<file path="config.mk">
export PLATFORM = sky130hd
export DESIGN_NAME = spim_responder
export DESIGN_NICKNAME = d
export VERILOG_FILES = /design/src/rtl/spim_responder.sv
export SDC_FILE = /design/constraint.sdc
export NUM_CORES = 2
export LEC_CHECK = 0
export BUFFER_PORTS_ARGS = -buffer_cell sky130_fd_sc_hd__buf_2
export CAP_MARGIN = 5
export CORE_ASPECT_RATIO = 0.9
export CORE_MARGIN = 3
export CORE_UTILIZATION = 64
export DETAILED_ROUTE_END_ITERATION = 10
export PLACE_DENSITY = 0.78
export SLEW_MARGIN = 10
export SYNTH_ARGS = -nofsm -noshare
export SYNTH_HDL_FRONTEND = slang
export SYNTH_SLANG_ARGS = --single-unit
</file>
<file path="constraint.sdc">
create_clock -name clk_i -period 3.68 [get_ports clk_i]
set_clock_uncertainty 0.2 [all_clocks]
set_input_delay 0.552 -clock clk_i [delete_from_list [all_inputs] [get_ports clk_i]]
set_output_delay 0.552 -clock clk_i [all_outputs]
set_load 0.05 [all_outputs]
</file>
<file path="src/rtl/spim_responder.sv">
`timescale 1ns/1ps
// spim_responder
//   SPI mode-0 responder emulating a 2^ADDR_W byte SRAM for loopback bring-up
//   of the SoC SPI master. SCK, CSn and MOSI are oversampled by clk_i, which
//   must run at 8x SCK or faster.
//
//   Transaction: command byte, address byte, data bytes (MSB first).
//     0x02 WRITE  - each completed byte is stored at addr, addr increments
//     0x03 READ   - mem[addr] is shifted out on MISO, addr increments per byte
//     0x05 RDSR   - only with SPIM_RESP_RDSR_EN defined; returns repeated
//                   {write_count[6:0], err_flag} without an address phase
//     other       - transaction ignored, cmd_err_o pulses
//
//   Configuration macro: SPIM_RESP_RDSR_EN (enables RDSR and its status counters).
//
// Ports
//   clk_i, rst_ni      system clock, asynchronous active-low reset
//   spi_sck_i          SPI clock from master (idle low)
//   spi_csn_i          chip select, active-low
//   spi_mosi_i         master-out data
//   spi_miso_o         slave-out data
//   spi_miso_oe_o      MISO output enable (READ/RDSR data phase only)
//   rx_byte_o          last data byte written by the master
//   rx_valid_o         one-cycle pulse when rx_byte_o updates
//   cmd_err_o          one-cycle pulse on an unknown command
//   busy_o             synchronised CSn is low
module spim_responder #(
  parameter int unsigned ADDR_W = 8
) (
  input  logic       clk_i,
  input  logic       rst_ni,
  input  logic       spi_sck_i,
  input  logic       spi_csn_i,
  input  logic       spi_mosi_i,
  output logic       spi_miso_o,
  output logic       spi_miso_oe_o,
  output logic [7:0] rx_byte_o,
  output logic       rx_valid_o,
  output logic       cmd_err_o,
  output logic       busy_o
);

  localparam int unsigned DEPTH     = 2 ** ADDR_W;
  localparam logic [7:0]  CMD_WRITE = 8'h02;
  localparam logic [7:0]  CMD_READ  = 8'h03;
`ifdef SPIM_RESP_RDSR_EN
  localparam logic [7:0]  CMD_RDSR  = 8'h05;
`endif

  typedef enum logic [2:0] {
    ST_IDLE,
    ST_CMD,
    ST_ADDR,
    ST_WRITE,
    ST_READ,
    ST_IGNORE,
    ST_RDSR
  } state_e;

  state_e            state_q, state_d;

  // Two synchroniser stages plus one history stage for edge detection.
  logic [2:0]        sck_sync_q, sck_sync_d;
  logic [2:0]        csn_sync_q, csn_sync_d;
  logic [1:0]        mosi_sync_q, mosi_sync_d;

  logic [2:0]        bit_cnt_q, bit_cnt_d;
  logic [6:0]        rx_sr_q, rx_sr_d;
  logic              is_read_q, is_read_d;
  logic [ADDR_W-1:0] addr_q, addr_d;
  logic              wr_pend_q, wr_pend_d;
  logic [7:0]        wr_data_q, wr_data_d;
  logic [2:0]        tx_cnt_q, tx_cnt_d;
  logic [7:0]        tx_sr_q, tx_sr_d;
  logic              miso_q, miso_d;
  logic              miso_oe_q, miso_oe_d;
  logic [7:0]        rx_byte_q, rx_byte_d;
  logic              rx_valid_q, rx_valid_d;
  logic              cmd_err_q, cmd_err_d;
  logic [7:0]        mem_q [DEPTH];
  logic [7:0]        mem_d [DEPTH];
`ifdef SPIM_RESP_RDSR_EN
  logic [6:0]        write_count_q, write_count_d;
  logic              err_flag_q, err_flag_d;
`endif

  logic              sck_rise, sck_fall, csn_fall, csn_rise;
  logic              tx_active;
  logic [7:0]        rx_full;
  logic [7:0]        tx_byte;

  always_comb begin
    sck_sync_d  = {sck_sync_q[1:0], spi_sck_i};
    csn_sync_d  = {csn_sync_q[1:0], spi_csn_i};
    mosi_sync_d = {mosi_sync_q[0], spi_mosi_i};

    sck_rise = sck_sync_q[1] & ~sck_sync_q[2];
    sck_fall = ~sck_sync_q[1] & sck_sync_q[2];
    csn_fall = ~csn_sync_q[1] & csn_sync_q[2];
    csn_rise = csn_sync_q[1] & ~csn_sync_q[2];
    rx_full  = {rx_sr_q, mosi_sync_q[1]};

    state_d    = state_q;
    bit_cnt_d  = bit_cnt_q;
    rx_sr_d    = rx_sr_q;
    is_read_d  = is_read_q;
    addr_d     = addr_q;
    wr_pend_d  = 1'b0;
    wr_data_d  = wr_data_q;
    tx_cnt_d   = tx_cnt_q;
    tx_sr_d    = tx_sr_q;
    miso_d     = miso_q;
    miso_oe_d  = miso_oe_q;
    rx_byte_d  = rx_byte_q;
    rx_valid_d = 1'b0;
    cmd_err_d  = 1'b0;
    mem_d      = mem_q;
`ifdef SPIM_RESP_RDSR_EN
    write_count_d = write_count_q;
`endif

    tx_active = (state_q == ST_READ);
`ifdef SPIM_RESP_RDSR_EN
    tx_active = tx_active | (state_q == ST_RDSR);
`endif
    tx_byte = tx_sr_q;

    // A completed write byte is committed one cycle after its last bit, so
    // it survives a CSn rise that arrives right behind it.
    if (wr_pend_q) begin
      mem_d[addr_q] = wr_data_q;
      rx_byte_d     = wr_data_q;
      rx_valid_d    = 1'b1;
      addr_d        = addr_q + ADDR_W'(1);
`ifdef SPIM_RESP_RDSR_EN
      write_count_d = write_count_q + 7'd1;
`endif
    end

    // CSn events take priority; an SCK edge in the same cycle is dropped.
    if (csn_fall) begin
      state_d   = ST_CMD;
      bit_cnt_d = '0;
      tx_cnt_d  = '0;
      miso_d    = 1'b0;
      miso_oe_d = 1'b0;
    end else if (csn_rise) begin
      state_d   = ST_IDLE;
      bit_cnt_d = '0;
      tx_cnt_d  = '0;
      miso_d    = 1'b0;
      miso_oe_d = 1'b0;
    end else if (sck_rise && (state_q != ST_IDLE)) begin
      rx_sr_d   = rx_full[6:0];
      bit_cnt_d = bit_cnt_q + 3'd1;
      if (bit_cnt_q == 3'd7) begin
        unique case (state_q)
          ST_CMD: begin
            if (rx_full == CMD_WRITE) begin
              state_d   = ST_ADDR;
              is_read_d = 1'b0;
            end else if (rx_full == CMD_READ) begin
              state_d   = ST_ADDR;
              is_read_d = 1'b1;
`ifdef SPIM_RESP_RDSR_EN
            end else if (rx_full == CMD_RDSR) begin
              state_d   = ST_RDSR;
`endif
            end else begin
              state_d   = ST_IGNORE;
              cmd_err_d = 1'b1;
            end
          end
          ST_ADDR: begin
            addr_d  = ADDR_W'(rx_full);
            state_d = is_read_q ? ST_READ : ST_WRITE;
          end
          ST_WRITE: begin
            wr_pend_d = 1'b1;
            wr_data_d = rx_full;
          end
          default: ;
        endcase
      end
    end else if (sck_fall && tx_active) begin
      // The first fall of each output byte loads a fresh byte; the rest shift.
      if (tx_cnt_q == 3'd0) begin
        tx_byte = mem_q[addr_q];
        if (state_q == ST_READ) begin
          addr_d = addr_q + ADDR_W'(1);
        end
`ifdef SPIM_RESP_RDSR_EN
        if (state_q == ST_RDSR) begin
          tx_byte = {write_count_q, err_flag_q};
        end
`endif
      end
      miso_d    = tx_byte[7];
      tx_sr_d   = {tx_byte[6:0], 1'b0};
      miso_oe_d = 1'b1;
      tx_cnt_d  = tx_cnt_q + 3'd1;
    end

`ifdef SPIM_RESP_RDSR_EN
    err_flag_d = err_flag_q | cmd_err_d;
`endif
  end

  always_ff @(posedge clk_i or negedge rst_ni) begin
    if (!rst_ni) begin
      state_q     <= ST_IDLE;
      sck_sync_q  <= '0;
      csn_sync_q  <= '1;
      mosi_sync_q <= '0;
      bit_cnt_q   <= '0;
      rx_sr_q     <= '0;
      is_read_q   <= 1'b0;
      addr_q      <= '0;
      wr_pend_q   <= 1'b0;
      wr_data_q   <= '0;
      tx_cnt_q    <= '0;
      tx_sr_q     <= '0;
      miso_q      <= 1'b0;
      miso_oe_q   <= 1'b0;
      rx_byte_q   <= '0;
      rx_valid_q  <= 1'b0;
      cmd_err_q   <= 1'b0;
      for (int unsigned i = 0; i < DEPTH; i++) begin
        mem_q[i] <= '0;
      end
`ifdef SPIM_RESP_RDSR_EN
      write_count_q <= '0;
      err_flag_q    <= 1'b0;
`endif
    end else begin
      state_q     <= state_d;
      sck_sync_q  <= sck_sync_d;
      csn_sync_q  <= csn_sync_d;
      mosi_sync_q <= mosi_sync_d;
      bit_cnt_q   <= bit_cnt_d;
      rx_sr_q     <= rx_sr_d;
      is_read_q   <= is_read_d;
      addr_q      <= addr_d;
      wr_pend_q   <= wr_pend_d;
      wr_data_q   <= wr_data_d;
      tx_cnt_q    <= tx_cnt_d;
      tx_sr_q     <= tx_sr_d;
      miso_q      <= miso_d;
      miso_oe_q   <= miso_oe_d;
      rx_byte_q   <= rx_byte_d;
      rx_valid_q  <= rx_valid_d;
      cmd_err_q   <= cmd_err_d;
      mem_q       <= mem_d;
`ifdef SPIM_RESP_RDSR_EN
      write_count_q <= write_count_d;
      err_flag_q    <= err_flag_d;
`endif
    end
  end

  assign spi_miso_o    = miso_q;
  assign spi_miso_oe_o = miso_oe_q;
  assign rx_byte_o     = rx_byte_q;
  assign rx_valid_o    = rx_valid_q;
  assign cmd_err_o     = cmd_err_q;
  assign busy_o        = ~csn_sync_q[1];

endmodule

</file>
==> metrics.sh <==
TOTALNEGATIVESETUPSLACK_NS=0
LEAKAGE_nW=53.51
CTS_BUFFERS=205
GRT_PASS1_WL_UM=418800
YOSYS.CELL_TYPES.COUNT=67
GRT.TOTAL_USAGE=0.3621
SYN_TO_FINAL_GROWTH_PCT=13.41
REG2REG_TO='tx_sr_q[1]'
WIRELENGTH_UM=277800
SYNTH_XOR_XNOR_AREA_SHARE=0.001090
GRT_OVERFLOW=0
YS_ASYNC_SR_FRACTION=1.000
PLACEABLECOREAREA_MM2=0.1491
POWER_SWITCHING_mW=18.19
NUM-FILL-CELLS=9167
R2R_SETUP_SLACK_NS=0.06
DIE_BOUNDARY_HEIGHT_UM=374.3
LAYOUT_COMMONEST_CELL='mux2_2'
FIN_CRIT_NS=3.621
POST_ROUTE_CELLS_DRIVE_ABOVE_1_SHARE=0.5208
CLOCK-SINKS=2109
SYNTH_TOP_FLOP_CELL='dfrtp_1'
SYNTH.AREA.MUX_SHARE=0.3714
MAXIMUM_NUMBER_OF_PINS_ON_ONE_NET_BEFORE_GLOBAL_ROUTE_REPAIR=162
VIA_COUNT=60247
HTREE_NUM_LEVELS=4
SYNTH-ADDER-AREA-SHARE=0.001297
SETUP_VIOL_COUNT_FINAL=0
MAXCAPVIOLCOUNT=0
DRT-PASS1-ITER-COUNT=5
IOS=18
POWER.SEQUENTIAL.FRACTION=0.405
SETUP_REPAIR_AFTER_GLOBAL_ROUTING_MISSED_ITS_MARGIN='no'
INITIALDRTVIOLATIONCOUNT=6204
SEQUENTIAL_SHARE_OF_THE_SYNTHESIZED_AREA=0.5473
CLOCK_POWER_SHARE=0.375
VIA_COUNT_OF_THE_FIRST_GLOBAL_ROUTING_PASS=62816
WORSTSETUPENDPOINT='tx_sr_q[1]'
FINAL_HOLD_VIO_COUNT=0
FLOORPLAN.INITIALDENSITY=0.6470
PLACE_WS_NS=-0.05333
CELL_INTERNAL_PWR_mW=40.55
CTS_TREE='done'
FMAX_MHz=276.1
CTS.ROOT.BUFFER_CELL='clkbuf_16'
WORST_EP_ARRIVAL_TIME_NS=4.15
LARGEST_CELLS_BY_AREA_AFTER_SYNTHESIS='dfrtp_1 55%, mux2_2 24%, mux4_2 11%, mux2i_1 1.9%, clkbuf_1 1.2%'
SYNTH_SEQ_CELLS=2109
SYNTH_ENABLE_FLOP_CELLS=0
PWR-SHARE-COMB=0.221
R2R_START='addr_q[0]'
FLOORPLAN.DIE.WIDTH_UM=415.2
TIMING.FINAL.CRIT_SHARE=0.9841
SYNTH-COMPOUND-AREA-SHARE=0.02508
MAXSLEWVIOLCOUNT=0
YS.WARNINGS.COUNT=0
PORT_BUFFERS=17
FIN_HOLD_WS_NS=0.08652
OUTCOME='completed'
WORST-SLEW-PIN-TRANSITION_NS=1.366
SYNTH_LARGEST_AREA_CELL='dfrtp_1'
SYNTH_TOP_AREA_FRAC=0.5464
DETAIL-ROUTE-ANTENNA-NETS=0
WORSTHOLDPATHTYPE='in2async'
LAYOUT_COMMON_CELLS='2092 x mux2_2, 2091 x dfrtp_1, 479 x buf_4'
SYNTH_TOP_FAMILY_BY_AREA='multiplexers'
FLOORPLAN.DIE_AREA_MM2=0.1554
STD_CELL_ROWS=134
DRC_ERRORS=0
WORST_EP_REQUIRED_TIME_NS=4.21
AVERAGE_FOOTPRINT_OF_A_SYNTHESIZED_CELL_UM2=15.23
DRT-WIRELENGTH-PER-CELL_UM=31.53
POWER_SWITCHING_SHARE=0.3097
CRITPATHLAUNCH='addr_q[0]'
SYNTHESIS.AREA_MM2=0.09644
CTS.PATH.MAX_BUFFERS=3
SYNTH_NETS=6348
CRIT_FANOUT=17
HPWLAFTERDP_UM=184900
CLK_PIN_SLEW_NS=0.07
END_KIND='register'
SYN_INST=6333
POWER.DENSITY_mW_PER_MM2=537.1
TIMING.MAX_SLEW.REL_SLACK=0.07745
TIMING.FINAL.WS_SETUP_NS=0.05861
ANTENNA_FOUND_INITIAL=14
REG2REGPATHDEPTH=10
LAYOUT.NETS=6673
VIAS_PER_CELL=6.839
VDD.IR_DROP.WORST_mV=0.5535
CRITICAL_PATH_CLASS='reg2reg'
SYNTH_SIMPLE_GATE_AREA_SHARE=0.02881
GLOBALPLACE.CONGESTION=0.9626
CP-START-KIND='register'
CLOCK_LATENCY_NS=0.85
==> cell usage after synthesis, drive strengths merged (16+ instances only) <==
| cell type | count |
|---|---|
| dfrtp | 2106 |
| mux2 | 2092 |
| mux4 | 464 |
| clkbuf | 303 |
| nor2 | 253 |
| nand2 | 197 |
| mux2i | 180 |
| buf | 172 |
| a22oi | 80 |
| nand3 | 73 |
| a21oi | 59 |
| o21ai | 53 |
| o22ai | 44 |
| nor3 | 21 |
| a221oi | 19 |
| nor2b | 16 |
==> power by group through the flow <==
| stage | clock [mW] | combinational, mW | sequential (mW) |
|---|---|---|---|
| 2_1_floorplan | 0 | 7.03 | 23.9 |
| 3_3_place_gp | 0 | 12.5 | 24.2 |
| 4_1_cts | 22.2 | 12.6 | 23.7 |
| 3_5_place_dp | 0 | 12.5 | 24.2 |
| 6_report | 22.0 | 13.0 | 23.8 |
| 5_1_grt | 23.1 | 13.3 | 23.7 |
==> state kept, by name, summed over array words and instances (netlist names) <==
name and count:
tx_sr_q 7, rx_byte_o 8, addr_q 8, csn_sync_q 3, sck_sync_q 3, is_read_q 1, tx_cnt_q 3, spi_miso_oe_o 1
bit_cnt_q 3, cmd_err_o 1, mem_q 2048, rx_valid_o 1, mosi_sync_q 2, wr_pend_q 1, rx_sr_q 7, wr_data_q 8
spi_miso_o 1, state_q 3
==> worst max-delay path, cell delays in order, from the launching register on <==
cell	delay (ns)
dfrtp_4	0.60
buf_4	0.23
buf_12	0.18
nand2b_1	0.46
a211oi_1	0.37
a2111oi_0	0.11
a21oi_1	0.16
o2111ai_1	0.15
or4_1	0.61
a311oi_1	0.27
o21ai_0	0.11
==> how the worst min path moves through the flow <==
stage / from / endpoint / slack (ns) / cells after the start
after global placement: sck_sync_q[0] / sck_sync_q[1] / 0.15 / 0
after floorplan: rst_ni / addr_q[0] / 0.06 / 0
after global routing: rst_ni / mem_q[1030] / 0.08 / 2
final: rst_ni / mem_q[1030] / 0.09 / 2
after detailed placement: sck_sync_q[0] / sck_sync_q[1] / 0.14 / 0
after CTS: rst_ni / mem_q[1030] / 0.04 / 2
==> cell type report <==
| cell class | instances | area (um2) | area share |
|---|---|---|---|
| clock inverter | 69 | 943.4 | 0.008626 |
| multi-input combinational | 3735 | 41310 | 0.3777 |
| tap | 1972 | 2467 | 0.02256 |
| inverter | 14 | 55.05 | 0.0005034 |
| antenna | 1 | 2.502 | 0.00002288 |
| timing repair buffer | 593 | 5589 | 0.05110 |
| sequential | 2109 | 52830 | 0.4830 |
| clock buffer | 316 | 6178 | 0.05649 |
==> per-stage QoR <==
step	util	std cells	area, um2	power (mW)
2_1_floorplan	-	6333	96440	30.90
4_1_cts	0.7338	8809	109400	58.57
3_5_place_dp	0.6856	8417	102200	36.72
5_1_grt	0.7338	8808	109400	60.14
6_report	0.7338	8809	109400	58.74
3_3_place_gp	0.6856	8417	102200	36.66
==> kinds of logic (layout without fill, tap and decap cells) <==
family / after synthesis / after routing
and+or+nand+nor: 623 / 623
other: 0 / 1
xor gates and xnor gates: 12 / 12
muxes: 2736 / 2736
adders and majority gates: 10 / 10
buffers and inverters: 489 / 992
AOI/OAI and AO/OA: 354 / 354
DFF: 2109 / 2109
==> metal layers <==
layer / up-vias / global-route usage / wire [um]
met2: 2862 / 0.5388 / 125300
met4: 16 / 0.1672 / 15240
met1: 32302 / 0.5005 / 109400
met5: - / 0.003390 / 130
li1: 24266 / - / -
met3: 801 / 0.1024 / 27730
==> repair_timing <==
item / 4_1_cts / 5_1_grt
buffers inserted: 3 / 0
hold buffers: 4 / 0
setup endpoints to repair: 3 / 4
gates resized for setup: 0 / 3
hold endpoints to repair: 592 / 0
No activity file was read; power rests on OpenSTA's default activity.
